<file path="src/rtl/epd_spi_tx_if.sv">
// Byte handshake between an upstream sequencer and the e-ink SPI transmitter.
// The sequencer offers a byte with tx_valid. The transmitter takes it when
// tx_ready is also high, and later reports the end of the frame with a
// one-cycle tx_done pulse.
interface epd_spi_tx_if;
    logic       tx_valid;
    logic       tx_ready;
    logic [7:0] tx_data;
    logic       tx_dc;
    logic       tx_done;

    modport master (
        output tx_valid,
        output tx_data,
        output tx_dc,
        input  tx_ready,
        input  tx_done
    );

    modport slave (
        input  tx_valid,
        input  tx_data,
        input  tx_dc,
        output tx_ready,
        output tx_done
    );
endinterface

</file>
<file path="src/rtl/epd_spi_tx.sv">
// Serial byte transmitter for the e-ink panel's SPI command/data port.
// Bit timing is set by a half-period tick counter that runs on clk_in, so
// SCLK is an ordinary registered output and is never used as a clock.
// Frames are SPI mode 0 and send MSB first. DC is latched at accept time.
// A new byte is only accepted while the panel's BUSY line is low.
module epd_spi_tx #(
    parameter int IN_CLK  = 50,
    parameter int SPI_CLK = 1000
) (
    input  logic          clk_in,
    input  logic          rst_n,
    epd_spi_tx_if.slave   tx,
    input  logic          busy_in,
    output logic          epd_cs_n,
    output logic          epd_sclk,
    output logic          epd_mosi,
    output logic          epd_dc
);

    localparam int HALF  = (IN_CLK * 1000) / (SPI_CLK * 2) - 1;
    localparam int CNT_W = $clog2(HALF + 1);
    localparam logic [CNT_W-1:0] CNT_LAST = CNT_W'(HALF);

    typedef enum logic [1:0] {
        IDLE,
        SETUP,
        HIGH,
        LOW
    } state_t;

    state_t           state, state_d;
    logic [CNT_W-1:0] cnt, cnt_d;
    logic [2:0]       bit_idx, bit_d;
    logic [6:0]       shreg, shreg_d;
    logic             cs_n_q, cs_n_d;
    logic             sclk_q, sclk_d;
    logic             mosi_q, mosi_d;
    logic             dc_q, dc_d;
    logic             done_q, done_d;
    logic             busy_meta, busy_s;
    logic             ready;
    logic             accept;
    logic             phase_end;

    assign ready     = (state == IDLE) && !busy_s;
    assign accept    = tx.tx_valid && ready;
    assign phase_end = (cnt == CNT_LAST);

    assign tx.tx_ready = ready;
    assign tx.tx_done  = done_q;
    assign epd_cs_n    = cs_n_q;
    assign epd_sclk    = sclk_q;
    assign epd_mosi    = mosi_q;
    assign epd_dc      = dc_q;

    // Two-flop synchroniser for BUSY. It resets to "busy" so that no byte is accepted until a clean low has been seen.
    always_ff @(posedge clk_in or negedge rst_n) begin
        if (!rst_n) begin
            busy_meta <= 1'b1;
            busy_s    <= 1'b1;
        end else begin
            busy_meta <= busy_in;
            busy_s    <= busy_meta;
        end
    end

    // State register plus the registered pin values. Reset drops any frame in progress and forces the pins idle.
    always_ff @(posedge clk_in or negedge rst_n) begin
        if (!rst_n) begin
            state   <= IDLE;
            cnt     <= '0;
            bit_idx <= 3'd0;
            shreg   <= 7'd0;
            cs_n_q  <= 1'b1;
            sclk_q  <= 1'b0;
            mosi_q  <= 1'b0;
            dc_q    <= 1'b0;
            done_q  <= 1'b0;
        end else begin
            state   <= state_d;
            cnt     <= cnt_d;
            bit_idx <= bit_d;
            shreg   <= shreg_d;
            cs_n_q  <= cs_n_d;
            sclk_q  <= sclk_d;
            mosi_q  <= mosi_d;
            dc_q    <= dc_d;
            done_q  <= done_d;
        end
    end

    // Next-state and next pin values. MOSI advances on the HIGH->LOW move, which is the falling SCLK edge, so it is stable for the panel's rising-edge sample.
    always_comb begin
        state_d = state;
        cnt_d   = cnt;
        bit_d   = bit_idx;
        shreg_d = shreg;
        cs_n_d  = cs_n_q;
        sclk_d  = sclk_q;
        mosi_d  = mosi_q;
        dc_d    = dc_q;
        done_d  = 1'b0;

        case (state)
            IDLE: begin
                cs_n_d = 1'b1;
                sclk_d = 1'b0;
                if (accept) begin
                    state_d = SETUP;
                    cnt_d   = '0;
                    bit_d   = 3'd7;
                    shreg_d = tx.tx_data[6:0];
                    mosi_d  = tx.tx_data[7];
                    dc_d    = tx.tx_dc;
                    cs_n_d  = 1'b0;
                end
            end

            SETUP: begin
                if (phase_end) begin
                    state_d = HIGH;
                    cnt_d   = '0;
                    sclk_d  = 1'b1;
                end else begin
                    cnt_d = cnt + CNT_W'(1);
                end
            end

            HIGH: begin
                if (phase_end) begin
                    state_d = LOW;
                    cnt_d   = '0;
                    sclk_d  = 1'b0;
                    if (bit_idx != 3'd0) begin
                        mosi_d  = shreg[6];
                        shreg_d = {shreg[5:0], 1'b0};
                    end
                end else begin
                    cnt_d = cnt + CNT_W'(1);
                end
            end

            LOW: begin
                if (phase_end) begin
                    cnt_d = '0;
                    if (bit_idx != 3'd0) begin
                        bit_d   = bit_idx - 3'd1;
                        state_d = HIGH;
                        sclk_d  = 1'b1;
                    end else begin
                        state_d = IDLE;
                        cs_n_d  = 1'b1;
                        done_d  = 1'b1;
                    end
                end else begin
                    cnt_d = cnt + CNT_W'(1);
                end
            end

            default: begin
                state_d = IDLE;
                cs_n_d  = 1'b1;
                sclk_d  = 1'b0;
            end
        endcase
    end

endmodule

</file>
<file path="src/flat_wrapper.sv">
// flat-port wrapper written by rule: the top's interface ports become plain ports
module epd_spi_tx_flat 
#(
    parameter int IN_CLK  = 50,
    parameter int SPI_CLK = 1000
)
  (clk_in, rst_n, busy_in, epd_cs_n, epd_sclk, epd_mosi, epd_dc, tx_tx_valid, tx_tx_data, tx_tx_dc, tx_tx_ready, tx_tx_done);
  epd_spi_tx_if tx_i ();
  input  logic clk_in;
  input  logic rst_n;
  input  logic busy_in;
  output logic epd_cs_n;
  output logic epd_sclk;
  output logic epd_mosi;
  output logic epd_dc;
  input wire logic [$bits(tx_i.tx_valid)-1:0] tx_tx_valid;
  input wire logic [$bits(tx_i.tx_data)-1:0] tx_tx_data;
  input wire logic [$bits(tx_i.tx_dc)-1:0] tx_tx_dc;
  output wire logic [$bits(tx_i.tx_ready)-1:0] tx_tx_ready;
  output wire logic [$bits(tx_i.tx_done)-1:0] tx_tx_done;
  assign tx_i.tx_valid = tx_tx_valid;
  assign tx_i.tx_data = tx_tx_data;
  assign tx_i.tx_dc = tx_tx_dc;
  assign tx_tx_ready = tx_i.tx_ready;
  assign tx_tx_done = tx_i.tx_done;
  epd_spi_tx #(.IN_CLK(IN_CLK), .SPI_CLK(SPI_CLK)) u_core (.clk_in(clk_in), .rst_n(rst_n), .tx(tx_i), .busy_in(busy_in), .epd_cs_n(epd_cs_n), .epd_sclk(epd_sclk), .epd_mosi(epd_mosi), .epd_dc(epd_dc));
endmodule
</file>
<file path="config.mk">
export PLATFORM = sky130hd
export DESIGN_NAME = epd_spi_tx_flat
export DESIGN_NICKNAME = d
export VERILOG_FILES = /design/src/rtl/epd_spi_tx_if.sv /design/src/rtl/epd_spi_tx.sv /design/src/flat_wrapper.sv
export SDC_FILE = /design/constraint.sdc
export NUM_CORES = 1
export LEC_CHECK = 0
export CAP_MARGIN = 30
export CORE_MARGIN = 3
export CORE_UTILIZATION = 30
export CTS_CLUSTER_SIZE = 12
export DETAILED_ROUTE_END_ITERATION = 16
export GPL_TIMING_DRIVEN = 1
export PLACE_DENSITY = 0.6
export SLEW_MARGIN = 20
export SYNTH_ARGS = -nofsm -noshare
export SYNTH_HDL_FRONTEND = slang
export SYNTH_SLANG_ARGS = --single-unit
</file>
<file path="constraint.sdc">
create_clock -name clk_in -period 3.7 [get_ports clk_in]
set_input_delay 1.11 -clock clk_in [delete_from_list [all_inputs] [get_ports clk_in]]
set_output_delay 1.11 -clock clk_in [all_outputs]
set_load 0.005 [all_outputs]
</file>
==> out/qor.yml <==
synth.most_common_cell: "dfrtp_1"
p_total_uw: 982
avgSynthCellArea_um2: 11.9
peakVddDrop_uv: 149
synth_fp_nets: 120
dp_hpwl_um: 1760
die_x_um: 69.8
p_leak_nw: 0.597
chipHeight_um: 69.8
io_pins: 19
timing.critical_path.arrival_ps: 1830
track_usage: 0.102
synth-simple-area-share: 0.208
status: "completed"
critPathCaptureType: "output port"
rsz0062_at_grt: "no"
grt_pass1_wl_um: 4080
synthCells: 103
vias: 837
post-synth-top-area-fraction: 0.430
cts_max_path_buffers: 2
drtPass1Iterations: 4
hold_buffers: 0
clk_pin_slew_worst_paths_ps: 80
coreArea_um2: 3800
clockRootBuffer: "clkbuf_8"
setup-violations-final: 0
synth_mux_area_frac: 0.0461
htreeDepth: 1
period_needed_ps: 2940
num_antenna_cells: 0
cap_viol_max_count: 0
async_reset_ff_frac: 1.00
tightestPinTransition_ps: 663
start_util: 0.321
drtIter0Drc: 46
critPathKind: "reg2out"
wire_per_inst_um: 13.7
synth_area_leader_cell: "dfrtp_1"
fin_skew_ps: 4.69
syn_to_final_growth_pct: 24.2
p_per_area_nw_per_um2: 647
cts_tree: "built"
synth-compound-area-share: 0.166
postCtsSetupBuffers: 0
crit_fanout: 11
place.gp.congestion: 0.804
tns_ps: 0
start_kind: "flip-flop"
die_area_um2: 4870
synth_xor_area_frac: 0.00717
antenna_found_initial: 0
portBuffers: 18
yosysSeqAreaShare: 0.495
hold_violations: 0
grt_pass1_vias: 910
viasPerCell: 4.87
synth_edf_count: 0
post_route_cells_drive_above_1_share: 0.153
std_cell_rows: 22
synth_ff_type: "dfrtp_1"
cts_buffers: 3
fin_nets: 142
synth_top_family_by_area: "simple AND/OR/NAND/NOR gates"
overflow: 0
synth_area_leaders: "dfrtp_1 43%, dfstp_2 6.5%, o221a_1 6.5%"
synth_cell_types: 39
drt_wl_total_um: 2360
slew_headroom: 0.556
yosys_warnings: 0
post_cts_resized: 0
clock-sinks: 24
max_freq_mhz: 340
clock_latency_ps: 260
synth_common_cells: "21 x dfrtp_1, 9 x nand2b_1, 7 x o221a_1"
period_share: 0.796
ys_ff_latch: 24
syn_area_um2: 1220
crit_required_ps: 2590
drc: 0
ant_nets: 0
synthAdderAreaFrac: 0.0410
worstHoldPathType: "reg2reg"
grt_start_max_net_pins: 14
final_max_slew_viol_count: 0
[stage by stage]
step | cells | instance area [µm²] | hold slack (ps) | worst slack, ps | utilization
after floorplan | 103 | 1220 | 345 | 1660 | -
after global placement | 167 | 1450 | 347 | 922 | 0.381
after detailed placement | 168 | 1460 | 352 | 909 | 0.385
after CTS | 172 | 1520 | 365 | 769 | 0.399
after global routing | 172 | 1520 | 366 | 622 | 0.399
final | 172 | 1520 | 362 | 757 | 0.399
[worst paths after layout]
path / from / endpoint / slack, ps / cells after the start
setup / recovery: u_core.state[0] / tx_tx_ready / 760 / 4
hold / removal: u_core.busy_meta / u_core.busy_s / 360 / 0
setup reg to reg: u_core.state[0] / u_core.epd_dc / 1950 / 2
hold reg to reg: u_core.busy_meta / u_core.busy_s / 360 / 0
max in group asynchronous: rst_n / u_core.busy_s / 1800 / 3
min in group asynchronous: rst_n / u_core.cnt[4] / 1210 / 1
[sequential cells by signal (all words and copies together), names as in the netlist]
| register | count |
|---|---|
| u_core.shreg | 7 |
| u_core.cnt | 5 |
| u_core.bit_idx | 3 |
| u_core.state | 2 |
| u_core.busy_meta | 1 |
| u_core.busy_s | 1 |
| u_core.epd_cs_n | 1 |
| u_core.epd_dc | 1 |
| u_core.epd_mosi | 1 |
| u_core.epd_sclk | 1 |
| u_core.tx.tx_done | 1 |
[worst max-delay path, cell delays in order, from the launching register on]
cell,delay (ps)
dfrtp_1,540
nor2_2,330
inv_1,100
nor2_1,100
clkdlybuf4s50_1,500
[layer usage]
metal	part of all wire	track usage	routed length, µm
met3	0.019	0.0116	45
met1	0.48	0.134	1130
met4	0.017	0.0447	40
met5	0	0	0
met2	0.49	0.167	1150
[power by group]
part / internal [mW] / switching, mW / total [mW]
Sequential: 0.378 / 0.113 / 0.491
Combinational: 0.191 / 0.125 / 0.317
Clock: 0.0949 / 0.0795 / 0.174
[cell usage in the layout (no fill, tap or decap), types with 4 or more instances in the layout]
cell type        instances
ha_1                     4
inv_1                    6
clkbuf_8                 4
nand2b_1                 9
clkdlybuf4s50_1         18
o221a_1                  7
nor2_1                   6
nand3_1                  4
dfrtp_1                 21
[area by class of cell]
type	instances	area [µm²]
inverters	6	22.5
flip-flops and latches	24	604
repair buffers	20	203
well taps	48	60.1
clock buffers	4	55.1
fillers	369	2280
multi-input cells	70	572
[cells by family (layout without fill, tap and decap cells)]
group                    count (synthesis)  in the layout
buffers and inverters                    9             30
flip-flops                              24             24
AO/OA/AOI/OAI                           23             23
AND/OR/NAND/NOR                         37             37
XOR/XNOR                                 1              1
adder cells (fa/ha/maj)                  4              4
multiplexers                             5              5
No activity file was read; power rests on OpenSTA's default activity.
